### config.mk
export PLATFORM = sky130hd
export DESIGN_NAME = demux2_buf
export DESIGN_NICKNAME = d
export VERILOG_FILES = /design/src/rtl/demux2_buf.sv
export SDC_FILE = /design/constraint.sdc
export NUM_CORES = 1
export LEC_CHECK = 0
export CORE_ASPECT_RATIO = 0.5
export CORE_UTILIZATION = 57
export DETAILED_ROUTE_END_ITERATION = 10
export GPL_TIMING_DRIVEN = 0
export PLACE_DENSITY_LB_ADDON = 0.05
export SYNTH_ARGS = -nofsm -noshare
export SYNTH_HDL_FRONTEND = slang
export SYNTH_SLANG_ARGS = --single-unit
### constraint.sdc
create_clock -name clk -period 4.4 [get_ports clk]
set_input_delay 1.32 -clock clk [delete_from_list [all_inputs] [get_ports clk]]
set_output_delay 1.32 -clock clk [all_outputs]
set_load 0.02 [all_outputs]
### src/rtl/demux2_buf.sv
// demux2_buf: routes each input word into one of two DEPTH-entry FIFOs by in_sel; define DEMUX2_BUF_TRACE_EN for transfer tracing
module demux2_buf #(
  parameter int WIDTH = 32,
  parameter int DEPTH = 2
) (
  input  logic             clk,
  input  logic             rst,
  input  logic [WIDTH-1:0] in_data,
  input  logic             in_sel,
  input  logic             in_valid,
  output logic             in_ready,
  output logic [WIDTH-1:0] out0_data,
  output logic             out0_valid,
  input  logic             out0_ready,
  output logic [WIDTH-1:0] out1_data,
  output logic             out1_valid,
  input  logic             out1_ready
);
  localparam int AW = $clog2(DEPTH);
  logic [WIDTH-1:0] r_mem [2][DEPTH];
  logic [AW-1:0]    r_rd  [2];
  logic [AW-1:0]    r_wr  [2];
  logic [AW:0]      r_cnt [2];
  logic [1:0]       w_valid, w_not_full, w_push, w_pop, w_out_ready;
  assign w_out_ready = {out1_ready, out0_ready};
  assign in_ready    = w_not_full[in_sel];
  assign out0_valid  = w_valid[0];
  assign out1_valid  = w_valid[1];
  assign out0_data   = r_mem[0][r_rd[0]];
  assign out1_data   = r_mem[1][r_rd[1]];
  // Per-queue status and handshake decode; a same-cycle pop never frees a slot for the push
  always_comb begin
    w_valid    = '0;
    w_not_full = '0;
    w_push     = '0;
    w_pop      = '0;
    for (int k = 0; k < 2; k++) begin
      w_valid[k]    = r_cnt[k] != '0;
      w_not_full[k] = r_cnt[k] != (AW+1)'(DEPTH);
      w_push[k]     = in_valid & w_not_full[k] & (in_sel == 1'(k));
      w_pop[k]      = w_valid[k] & w_out_ready[k];
    end
  end
  // Queue state: pointers wrap naturally since DEPTH is a power of two
  always_ff @(posedge clk) begin
    if (rst) begin
      for (int k = 0; k < 2; k++) begin
        r_rd[k]  <= '0;
        r_wr[k]  <= '0;
        r_cnt[k] <= '0;
        for (int i = 0; i < DEPTH; i++) r_mem[k][i] <= '0;
      end
    end else begin
      for (int k = 0; k < 2; k++) begin
        if (w_push[k]) begin
          r_mem[k][r_wr[k]] <= in_data;
          r_wr[k]           <= r_wr[k] + 1'b1;
        end
        if (w_pop[k]) r_rd[k] <= r_rd[k] + 1'b1;
        r_cnt[k] <= r_cnt[k] + (AW+1)'(w_push[k]) - (AW+1)'(w_pop[k]);
      end
    end
  end
`ifdef DEMUX2_BUF_TRACE_EN
  // Simulation trace of every transfer on either side
  always @(posedge clk) begin
    if (!rst) begin
      if (in_valid && in_ready)
        $display("demux2_buf push sel=%0d data=%h occ0=%0d occ1=%0d", in_sel, in_data, r_cnt[0], r_cnt[1]);
      if (w_pop[0]) $display("demux2_buf pop port=0 data=%h", out0_data);
      if (w_pop[1]) $display("demux2_buf pop port=1 data=%h", out1_data);
    end
  end
`else
`endif
endmodule
Word level (Yosys, flattened, before mapping)

Memories as Yosys holds them, arrays and structs flattened.
Index checks and enable logic that the tools add are counted.
Widths: inputs -> output; s select.

Memories kept: 4
RAM bits: 136
Input bits: 38
Register bits: 0

Eq/ne operators: 2
Bitwise logic cells: 145
Add/subtract/negate cells: 8
$lt $le $gt $ge: 7
Reduce and logical (&&, ||, !) cells: 4
Muxes and demuxes: 163

Memory list:

| name  | words | width | read ports | clocked after memory_dff | wr ports | line | text |
|---|---|---|---|---|---|---|---|
| r_mem | 2     | 64    | 2          | 0                        | 2        | 20   | `logic [WIDTH-1:0] r_mem [2][DEPTH];` |
| r_cnt | 2     | 2     | 2          | 0                        | 2        | 23   | `logic [AW:0] r_cnt [2];` |
| r_rd  | 2     | 1     | 2          | 0                        | 2        | 21   | `logic [AW-1:0] r_rd [2];` |
| r_wr  | 2     | 1     | 2          | 0                        | 2        | 22   | `logic [AW-1:0] r_wr [2];` |

Operators by type and width:

| cell                | count |
|---|---|
| $mux 32             | 8 |
| $mux 1              | 149 |
| $or 1x1->1          | 134 |
| $mux 64             | 2 |
| $demux 32 s1        | 2 |
| $ge 2x2->1 const B  | 4 |
| $not 1->2           | 4 |
| $and 1x1->1         | 6 |
| $add 1x1->1 const B | 4 |
| $add 2x1->2         | 2 |
| $lt 2x1->1 const B  | 2 |
| $mux 2              | 2 |
| $ne 2x2->1 const B  | 2 |
| $reduce_bool 2->1   | 2 |
| $sub 2x1->2         | 2 |
| $logic_and 1x1->1   | 2 |
| $lt 1x2->1 const B  | 1 |
| $not 1->1           | 1 |

Depth between registers and ports, before layout

Depth in word-level cells: 7
Gate-level depth with buffers: 7
Mapped depth without buffers: 7

Worst setup path after synthesis

Ideal clock, no wire load.

Kind: input -> output
Start: input in_sel
End: output in_ready
Data arrival time: 1.725 ns
Stages: 1
Required time: 3.080 ns
Slack: 1.355 ns
Path buffers: 0
Path through: mux2i_1

Word-level cells in the longest chain between the ends: 2

RTL lines:

| what                                      | line | text |
|---|---|---|
| from (decl)                               | 9    | `input logic in_sel,` |
| $mux 1 (not written as such) (2 in a row) | 26   | `assign in_ready = w_not_full[in_sel];` |
| to (decl)                                 | 11   | `output logic in_ready,` |

Every way passes these cells. The select of a mux whose other input is x is not followed.

Final worst setup path

Ends and elaborated chain as after synthesis.

==> summary.txt <==
Worst clock skew -> 9.08 ps
CTS tree -> yes
Synthesis warning total -> 0
Post-Route Setup TNS -> 0 ps
Slew Limit Fails -> 0
DIE AREA -> 11200 um^2
Fraction of layout cells with a size suffix above 1 -> 25.5%
Clk root buf -> clkbuf_16
GRT overflow -> 0
Slew Limit Headroom -> 37.9%
Vias/cell -> 5.16
Crit. path cell count -> 3
Number of synthesized flops with an enable pin -> 132
Crit start category -> input pin
RSZ-0062 raised after global routing -> false
Number of H-tree levels -> 4
Clk_lat worst skew -> 420 ps
Max frequency -> 0.252 GHz
Vias -> 3478
Max FO, Critical Path -> 3
Area share of the largest cell type after synthesis -> 64.6%
Cell row count -> 26
Synth area leaders -> edfxtp_1, and2_1, mux2_2
WL final -> 12000 um
Crit path to -> in_ready
Antenna fix cells -> 0
Synth async-reset ratio -> 0%
Post-Place Worst Slack -> 417 ps
Max VDD drop -> 334 uV
Worst setup path start -> in_sel
Worst reg2reg path depth -> 3
Pwr dens -> 485 nW/um^2
Flops & latches, synth -> 136
I/O Pins -> 105
Routed wire per std cell -> 17.9 um
Yosys top cell by area -> edfxtp_1
Total power -> 3.86 mW
Clock buffer depth -> 2
Arr. time, crit path -> 2650 ps
Status -> finished, final reports clean
Drt pass-1 iters -> 5
Worst min path class -> flop to flop
CP required -> 3080 ps
Core Box Area -> 10300 um^2
Top cell by count, worst path -> clkdlybuf4s50_1
Cell family with most CP delay -> buffers and inverters
Post-DP Area -> 7350 um^2
Critical-path top delay cell -> clkdlybuf4s50_1
Clk sink count -> 136
Antenna violations before repair -> 0
Die extent in y -> 75.4 um
Worst setup margin -> 429 ps
Synth cell types -> 23
Gr usage total -> 23.1%
Synthesized area -> 6130 um^2
Worst-path cell chain -> clkdlybuf4s50_1 > mux2i_1 > clkdlybuf4s50_1
Max stage delay on crit path -> 610 ps
Max cap viols -> 0
Register area -> 4040 um^2
Count of buffers from port buffering -> 104
Reg clk slew, reported paths -> 60 ps
Vias in the first global route -> 3396
Fin crit share -> 90.3%
Worst Path Buf+Inv -> 2
Cts repair resizes -> 0
Die Wd -> 149 um
Mapped Cells -> 398
Origin of the critical flop-to-flop path -> r_cnt[0][1]
R2r setup slk -> 2180 ps
Fill cell total of the finished layout -> 652
Setup Fix Bufs, Post-CTS -> 0
Largest net degree at the start of global routing -> 33
Routed Antenna Nets -> 0
Fin. Hold Viols -> 0
Critical Path Sink Type -> output port
Critical R2R Capture -> r_mem[0][2]
HPWL after detailed placement -> 7630 um
Primary FF master, synth -> edfxtp_1
Synthesized area per cell -> 15.4 um^2
Minimum clock period after layout -> 3970 ps
Most numerous cell in the Yosys netlist -> edfxtp_1
Initial Utilization -> 59.3%
Final setup violation count -> 0
Iteration-0 DRC Markers -> 157
First-pass GRT wire length -> 18300 um
CP Class -> input pin to output port
Commonest cells post-synth -> edfxtp_1, and2_1, mux2_2
Area grow syn2layout -> 29.7%
Final Cell Area -> 7960 um^2
Nets -> 563
Sequential area share after synthesis -> 65.9%
Footprint of the multi-input gates -> 1910 um^2
DR DRC count -> 0
Leak -> 3.07 nW
GP Congestion -> 0.741
Total clock buffers created by CTS -> 17
Worst-margin pin slew -> 932 ps
Syn nets -> 440
CTS Hold Bufs -> 0
## registers in the layout, indices dropped and copies added, names as in the netlist
register	cells
r_wr	2
r_cnt	4
r_rd	2
r_mem	128
## layout by cell type (no fill, tap or decap), types with 3 or more instances in the layout
cell type,count
inv_1,4
clkinv_2,4
buf_6,10
and2_1,128
clkdlybuf4s50_1,104
clkinv_4,4
clkbuf_16,17
ha_1,4
edfxtp_1,132
nor2_1,7
dfxtp_1,4
buf_2,10
clkinvlp_4,3
mux2_2,64
or2_2,10
bufinv_16,3
nor3_1,4
## through the flow
stage | cells | hold slack [ps] | util, %
after floorplan | 398 | 501 | -
after global placement | 642 | 521 | 71.1
after detailed placement | 642 | 533 | 71.1
after CTS | 674 | 541 | 76.9
after global routing | 674 | 572 | 76.9
final | 674 | 542 | 76.9
## layout make-up
class                   instances  area share (%)
repair buffers                104            13.1
inverters                       4           0.189
clock buffers                  17            5.35
plain buffers                  22            2.14
clock inverters                15            2.25
well taps                     140            2.20
flip-flops and latches        136            50.8
multi-input cells             236            24.0
## how the worst min path moves through the flow
stage / from / end / slack (ps) / cells past startpoint
after global routing: r_cnt[0][1] / r_cnt[0][1] / 570 / 2
after CTS: r_cnt[0][1] / r_cnt[0][1] / 540 / 2
final: r_cnt[0][1] / r_cnt[0][1] / 540 / 2
after global placement: r_cnt[0][3] / r_cnt[0][3] / 520 / 2
after floorplan: r_cnt[0][1] / r_cnt[0][1] / 500 / 2
after detailed placement: r_cnt[0][1] / r_cnt[0][1] / 530 / 2
## kinds of logic after synthesis
kind of cell    after synthesis  synth area share, %
fa+ha+maj                     4                0.816
mux                          65                 11.9
xor+xnor                      2                0.286
simple gates                161                 17.6
buf+inv                      26                 3.02
compound gates                4                0.489
flops                       136                 65.9
## tightest hold or removal path: stages (launching register included)
cell and delay (ps):
dfxtp_1 340, nor2_1 110, nor3_1 50
## per-layer routing
metal / wire [um] / up-vias / global-route usage (%) / part of all wire (%)
met5: 0 / - / 0 / 0
met4: 21 / 0 / 8.59 / 0.17
met3: 788 / 2 / 5.57 / 6.5
met2: 5790 / 100 / 38.0 / 48
met1: 5440 / 1724 / 30.8 / 45
li1: - / 1652 / - / -
## power by group
part           total [mW]  internal, mW  switching (mW)  leakage (nW)
clock                1.44         0.893           0.551         0.290
combinational       0.846         0.419           0.427          1.37
sequential           1.57          1.53          0.0370          1.41
total                3.86          2.85            1.02          3.07
(Power assumes the default switching activity.)
